**config.mk**
```make
export PLATFORM = sky130hd
export DESIGN_NAME = pc_sequencer_flat
export DESIGN_NICKNAME = d
export VERILOG_FILES = /design/src/rtl/pc_sequencer_if.sv /design/src/rtl/pc_sequencer.sv /design/src/flat_wrapper.sv
export SDC_FILE = /design/constraint.sdc
export NUM_CORES = 1
export LEC_CHECK = 0
export BUFFER_PORTS_ARGS = -buffer_cell sky130_fd_sc_hd__buf_2
export CAP_MARGIN = 25
export CORE_ASPECT_RATIO = 1.4
export CORE_MARGIN = 2
export CORE_UTILIZATION = 34
export CTS_BUF_LIST = sky130_fd_sc_hd__clkbuf_4 sky130_fd_sc_hd__clkbuf_8
export CTS_CLUSTER_DIAMETER = 120
export DETAILED_ROUTE_END_ITERATION = 7
export PLACE_DENSITY_LB_ADDON = 0.05
export SYNTH_ARGS = -nofsm -noshare
export SYNTH_HDL_FRONTEND = slang
export SYNTH_SLANG_ARGS = --single-unit
```
**constraint.sdc**
```tcl
create_clock -name clk -period 3.3 [get_ports clk]
set_clock_uncertainty 0.1 [all_clocks]
set_input_delay 0.495 -clock clk [delete_from_list [all_inputs] [get_ports clk]]
set_output_delay 0.495 -clock clk [all_outputs]
set_load 0.1 [all_outputs]
```
**src/rtl/pc_sequencer_if.sv**
```systemverilog
// Fetch-side bundle between decode/branch-compare and the PC sequencer.
interface pc_sequencer_if #(
  parameter int ADDR_W   = 8,
  parameter int JFIELD_W = 6,
  parameter int OFF_W    = 4
);
  logic                stall;
  logic                jump;
  logic                call;
  logic [JFIELD_W-1:0] jfield;
  logic                branch;
  logic                taken;
  logic [OFF_W-1:0]    boff;
  logic                jr;
  logic [ADDR_W-1:0]   jr_addr;
  logic                ret;
  logic [ADDR_W-1:0]   pc;
  logic [ADDR_W-1:0]   pc_plus1;
  logic [ADDR_W-1:0]   link_addr;
  logic                redirect;
  logic                ras_empty;
  logic                ras_full;
  logic                ras_err;

  // Requester side (decode stage).
  modport master (
    output stall, jump, call, jfield, branch, taken, boff, jr, jr_addr, ret,
    input  pc, pc_plus1, link_addr, redirect, ras_empty, ras_full, ras_err
  );

  // Sequencer side.
  modport slave (
    input  stall, jump, call, jfield, branch, taken, boff, jr, jr_addr, ret,
    output pc, pc_plus1, link_addr, redirect, ras_empty, ras_full, ras_err
  );
endinterface

```
**src/rtl/pc_sequencer.sv**
```systemverilog
// Registered program counter with fixed-priority next-address select
// and a circular return-address stack for call/return.
module pc_sequencer #(
  parameter int               ADDR_W    = 8,
  parameter int               JFIELD_W  = 6,
  parameter int               OFF_W     = 4,
  parameter int               RAS_DEPTH = 4,
  parameter logic [ADDR_W-1:0] RESET_VEC = '0
) (
  input logic           clk,
  input logic           rst_n,
  pc_sequencer_if.slave bus
);
  localparam int PTR_W = (RAS_DEPTH > 1) ? $clog2(RAS_DEPTH) : 1;
  localparam int CNT_W = $clog2(RAS_DEPTH + 1);
  localparam logic [CNT_W-1:0] CNT_FULL = CNT_W'(RAS_DEPTH);

  logic [ADDR_W-1:0] pc_q, pc_d;
  logic              redir_q, redir_d;
  logic [PTR_W-1:0]  ptr_q, ptr_d;
  logic [CNT_W-1:0]  cnt_q, cnt_d;
  logic              err_q, err_d;
  logic              push;
  logic [ADDR_W-1:0] ras_q [RAS_DEPTH];

  logic [ADDR_W-1:0] pc_plus1, br_tgt, j_tgt, boff_ext;
  logic [PTR_W-1:0]  top_ptr;

  assign pc_plus1 = pc_q + 1'b1;
  assign boff_ext = {{(ADDR_W-OFF_W){bus.boff[OFF_W-1]}}, bus.boff};
  assign br_tgt   = pc_plus1 + boff_ext;
  // Jumps stay inside the region of the following instruction.
  assign j_tgt    = {pc_plus1[ADDR_W-1:JFIELD_W], bus.jfield};
  // ptr points at the next free slot; the top lives just below it.
  assign top_ptr  = ptr_q - 1'b1;

  assign bus.pc        = pc_q;
  assign bus.pc_plus1  = pc_plus1;
  assign bus.link_addr = pc_plus1;
  assign bus.redirect  = redir_q;
  assign bus.ras_empty = (cnt_q == '0);
  assign bus.ras_full  = (cnt_q == CNT_FULL);
  assign bus.ras_err   = err_q;

  // Next-PC select by fixed priority; losing requests have no side effects.
  always_comb begin
    pc_d    = pc_q;
    redir_d = 1'b0;
    ptr_d   = ptr_q;
    cnt_d   = cnt_q;
    err_d   = err_q;
    push    = 1'b0;
    if (!bus.stall) begin
      pc_d = pc_plus1;
      if (bus.ret) begin
        // Underflow falls through as a plain sequential step.
        if (cnt_q == '0) begin
          err_d = 1'b1;
        end else begin
          pc_d    = ras_q[top_ptr];
          ptr_d   = top_ptr;
          cnt_d   = cnt_q - 1'b1;
          redir_d = 1'b1;
        end
      end else if (bus.jr) begin
        pc_d    = bus.jr_addr;
        redir_d = 1'b1;
      end else if (bus.jump) begin
        pc_d    = j_tgt;
        redir_d = 1'b1;
        if (bus.call) begin
          // When full, the write slot is the oldest entry, so it is overwritten.
          push  = 1'b1;
          ptr_d = ptr_q + 1'b1;
          if (cnt_q == CNT_FULL) err_d = 1'b1;
          else                   cnt_d = cnt_q + 1'b1;
        end
      end else if (bus.branch && bus.taken) begin
        pc_d    = br_tgt;
        redir_d = 1'b1;
      end
    end
  end

  // PC, redirect pulse and stack bookkeeping registers.
  always_ff @(posedge clk or negedge rst_n) begin
    if (!rst_n) begin
      pc_q    <= RESET_VEC;
      redir_q <= 1'b0;
      ptr_q   <= '0;
      cnt_q   <= '0;
      err_q   <= 1'b0;
    end else begin
      pc_q    <= pc_d;
      redir_q <= redir_d;
      ptr_q   <= ptr_d;
      cnt_q   <= cnt_d;
      err_q   <= err_d;
    end
  end

  // Stack storage; contents are meaningless while count is zero, so no reset.
  always_ff @(posedge clk) begin
    if (push) ras_q[ptr_q] <= pc_plus1;
  end
endmodule

```
**src/flat_wrapper.sv**
```systemverilog
// flat-port wrapper written by rule: the top's interface ports become plain ports
module pc_sequencer_flat 
#(
  parameter int               ADDR_W    = 8,
  parameter int               JFIELD_W  = 6,
  parameter int               OFF_W     = 4,
  parameter int               RAS_DEPTH = 4,
  parameter logic [ADDR_W-1:0] RESET_VEC = '0
)
  (clk, rst_n, bus_stall, bus_jump, bus_call, bus_jfield, bus_branch, bus_taken, bus_boff, bus_jr, bus_jr_addr, bus_ret, bus_pc, bus_pc_plus1, bus_link_addr, bus_redirect, bus_ras_empty, bus_ras_full, bus_ras_err);
  pc_sequencer_if #(.ADDR_W(ADDR_W), .JFIELD_W(JFIELD_W), .OFF_W(OFF_W)) bus_i ();
  input logic clk;
  input logic rst_n;
  input wire logic [$bits(bus_i.stall)-1:0] bus_stall;
  input wire logic [$bits(bus_i.jump)-1:0] bus_jump;
  input wire logic [$bits(bus_i.call)-1:0] bus_call;
  input wire logic [$bits(bus_i.jfield)-1:0] bus_jfield;
  input wire logic [$bits(bus_i.branch)-1:0] bus_branch;
  input wire logic [$bits(bus_i.taken)-1:0] bus_taken;
  input wire logic [$bits(bus_i.boff)-1:0] bus_boff;
  input wire logic [$bits(bus_i.jr)-1:0] bus_jr;
  input wire logic [$bits(bus_i.jr_addr)-1:0] bus_jr_addr;
  input wire logic [$bits(bus_i.ret)-1:0] bus_ret;
  output wire logic [$bits(bus_i.pc)-1:0] bus_pc;
  output wire logic [$bits(bus_i.pc_plus1)-1:0] bus_pc_plus1;
  output wire logic [$bits(bus_i.link_addr)-1:0] bus_link_addr;
  output wire logic [$bits(bus_i.redirect)-1:0] bus_redirect;
  output wire logic [$bits(bus_i.ras_empty)-1:0] bus_ras_empty;
  output wire logic [$bits(bus_i.ras_full)-1:0] bus_ras_full;
  output wire logic [$bits(bus_i.ras_err)-1:0] bus_ras_err;
  assign bus_i.stall = bus_stall;
  assign bus_i.jump = bus_jump;
  assign bus_i.call = bus_call;
  assign bus_i.jfield = bus_jfield;
  assign bus_i.branch = bus_branch;
  assign bus_i.taken = bus_taken;
  assign bus_i.boff = bus_boff;
  assign bus_i.jr = bus_jr;
  assign bus_i.jr_addr = bus_jr_addr;
  assign bus_i.ret = bus_ret;
  assign bus_pc = bus_i.pc;
  assign bus_pc_plus1 = bus_i.pc_plus1;
  assign bus_link_addr = bus_i.link_addr;
  assign bus_redirect = bus_i.redirect;
  assign bus_ras_empty = bus_i.ras_empty;
  assign bus_ras_full = bus_i.ras_full;
  assign bus_ras_err = bus_i.ras_err;
  pc_sequencer #(.ADDR_W(ADDR_W), .JFIELD_W(JFIELD_W), .OFF_W(OFF_W), .RAS_DEPTH(RAS_DEPTH), .RESET_VEC(RESET_VEC)) u_core (.clk(clk), .rst_n(rst_n), .bus(bus_i));
endmodule
```
==> flow_summary.json <==
{
  "synthAdderAreaFrac_pct": 7.05,
  "async_reset_ff_share_pct": 31.9,
  "first_pass_iters": 4,
  "htree_levels": 2,
  "routed_wirelength_um": 8010,
  "ys_seq_elements": 47,
  "core-area_um2": 8200,
  "synth_area_um2": 2870,
  "synth_compound_area_share_pct": 17.1,
  "grt_pass1_wl_um": 12500,
  "wl_per_cell_um": 19.3,
  "grt_max_degree": 20,
  "maxCapViolCount": 0,
  "drc": 0,
  "dp_hpwl_um": 6020,
  "clock_sinks": 47,
  "die_x_um": 81.7,
  "port_buffers": 54,
  "synth_mux_area_share_pct": 6.27,
  "final_common_cell": "buf_2",
  "grt_pass1_vias": 2285,
  "rows": 39,
  "rsz0062_at_grt": "no",
  "status": "complete, no violations",
  "path_cells": "ha_4 > nand3_1 > xor2_2 > clkinvlp_4 > ha_4 > nor4_1 > o21ai_0 > and4b_1 > nor4_1 > nor3b_2",
  "fmax_ghz": 0.358,
  "synth_xor_area_share_pct": 2.13,
  "synth_top_area_share_pct": 33.4,
  "arrival_ns": 2.88,
  "synthSimpleGateAreaFrac_pct": 15.3,
  "fin_crit_ns": 2.80,
  "drive_gt1_share_pct": 29.9,
  "critPathKind": "flop to flop",
  "cp.required_ns": 3.39,
  "synth-warning-count": 0,
  "diodes": 0,
  "cp_slowest_cell": "dfrtp_4",
  "syn_inst": 265,
  "fin_nets": 355,
  "drtAntennaViolNets": 0,
  "yosys-top-cells-area": "edfxtp_1, dfrtp_1, mux4_2",
  "cts_buffers": 5,
  "final_cells": 416,
  "cts_tree": "yes",
  "tightest_slew_ns": 0.596,
  "die_h_um": 113,
  "ys.flop_type": "edfxtp_1",
  "synth_cell_type_count": 56,
  "cts_resized": 0,
  "clk_pin_slew_ns": 0.09,
  "insertion_delay_ns": 0.30,
  "seq_area_frac_synth_pct": 46.5,
  "endpoint_kind": "flop",
  "gr-usage-all-layers_pct": 18.6,
  "synth_nets": 307,
  "dieArea_um2": 9220,
  "fillerInstances": 844,
  "drt_iter0_markers": 104,
  "synth_edf_count": 32,
  "gp_congestion": 0.870,
  "clockBufferDepth": 2,
  "synth_top_family_by_area": "compound AO/OA/AOI/OAI gates",
  "dpl.cell_count": 407,
  "cts_root_buf": "clkbuf_8",
  "hold_viol_final": 0,
  "antenna_found_initial": 0,
  "synth_area_leader_cell": "edfxtp_1",
  "startpoint_type": "flop",
  "start_util_pct": 35.1,
  "setup_viol": 0,
  "viasPerCell": 5.41,
  "cp_max_fo": 8,
  "finalCritPeriodShare_pct": 84.7,
  "drv_slew": 0,
  "area_delta_synth_final_pct": 18.0,
  "io-pin-count": 55,
  "maxSlewHeadroom_pct": 60.1,
  "max_stage_delay_ns": 0.53,
  "synth_area_per_cell_um2": 10.8,
  "gr-total-overflow": 0,
  "hold_class": "primary input to flop",
  "most-common-layout-cells": "buf_2, edfxtp_1, nand2_1, a21oi_1, nor2_1",
  "via_count": 2250
}
-- stage by stage --
step | setup TNS [ns] | utilization, % | setup WS, ns | instance area [um2] | hold WS (ns)
CTS | 0 | 41.4 | 0.506 | 3390 | 0.352
finish | 0 | 41.4 | 0.504 | 3390 | 0.356
floorplan | -0.0135 | - | -0.0135 | 2970 | 0.0994
global route | 0 | 41.4 | 0.277 | 3390 | 0.376
detailed placement | 0 | 40.1 | 0.545 | 3290 | 0.336
global placement | 0 | 40.1 | 0.572 | 3290 | 0.341
-- critical path, delay by kind of cell (launching register included) --
kind | cells | cell delay (ns)
buffers and inverters | 1 | 0.23
adder cells (fa/ha/maj) | 2 | 0.44
XOR/XNOR | 1 | 0.24
flip-flops | 1 | 0.53
AND/OR/NAND/NOR | 5 | 0.96
AO/OA/AOI/OAI | 1 | 0.17
-- kinds of logic after synthesis --
family	after synthesis
AO/OA/AOI/OAI	74
adder cells (fa/ha/maj)	15
flip-flops	47
multiplexers	8
XOR/XNOR	7
AND/OR/NAND/NOR	82
buffers and inverters	32
-- registers in the layout, summed over array words and instances (netlist names) --
register,count
u_core.bus.ras_err,1
u_core.ras_q,32
u_core.bus.pc,8
u_core.cnt_q,3
u_core.bus.redirect,1
u_core.ptr_q,2
-- final timing paths --
check	cells after the start	to	slack (ns)	from
setup reg to reg	10	u_core.bus.pc[7]	0.50	u_core.bus.pc[0]
max in group asynchronous	2	u_core.bus.pc[4]	2.27	rst_n
min in group asynchronous	2	u_core.ptr_q[0]	0.53	rst_n
hold / removal	3	u_core.bus.pc[6]	0.36	bus_jr_addr[6]
setup / recovery	10	u_core.bus.pc[7]	0.50	u_core.bus.pc[0]
hold reg to reg	1	u_core.bus.ras_err	0.37	u_core.bus.ras_err
-- final cells by class --
type | instances | area, um2 | area share [%]
clock inverter | 3 | 22.5 | 0.664
multi-input combinational | 186 | 1450 | 42.7
clock buffer | 5 | 68.8 | 2.03
tap | 102 | 128 | 3.76
sequential | 47 | 1360 | 40.0
timing repair buffer | 59 | 310 | 9.15
inverter | 14 | 56.3 | 1.66
-- what timing repair did --
action / CTS / global route
hold buffers: 1 / 0
endpoints found under the hold margin: 9 / 0
setup buffers: 0 / 0
-- routing by layer --
layer	wire, um	global-route usage (%)	vias up
li1	-	-	1085
met1	3510	24.9	1086
met2	3880	30.2	66
met3	386	2.63	13
met4	233	7.22	0
met5	0	0	-
-- synthesized netlist by cell type, types with 2 or more instances --
| cell | number |
|---|---|
| dfrtp_1 | 15 |
| nand2_1 | 26 |
| edfxtp_1 | 32 |
| nor2_1 | 17 |
| clkbuf_1 | 5 |
| o22ai_1 | 2 |
| buf_4 | 8 |
| nor4_1 | 5 |
| a21oi_1 | 19 |
| a31oi_1 | 3 |
| xor2_1 | 6 |
| mux4_2 | 8 |
| nor2b_1 | 2 |
| o211ai_1 | 8 |
| nor3b_1 | 3 |
| a211oi_1 | 6 |
| a211o_1 | 3 |
| and2_1 | 6 |
| inv_1 | 13 |
| and4b_1 | 2 |
| nand3_1 | 5 |
| ha_1 | 13 |
| nor3_1 | 3 |
| fa_1 | 2 |
| a21o_1 | 3 |
| nand3b_1 | 2 |
| buf_2 | 3 |
| o21ai_0 | 16 |
| and3_1 | 2 |
Power is left out: the tool's default activity adds up to more than one toggle a clock period on the data nets, which glitch-free logic cannot reach.
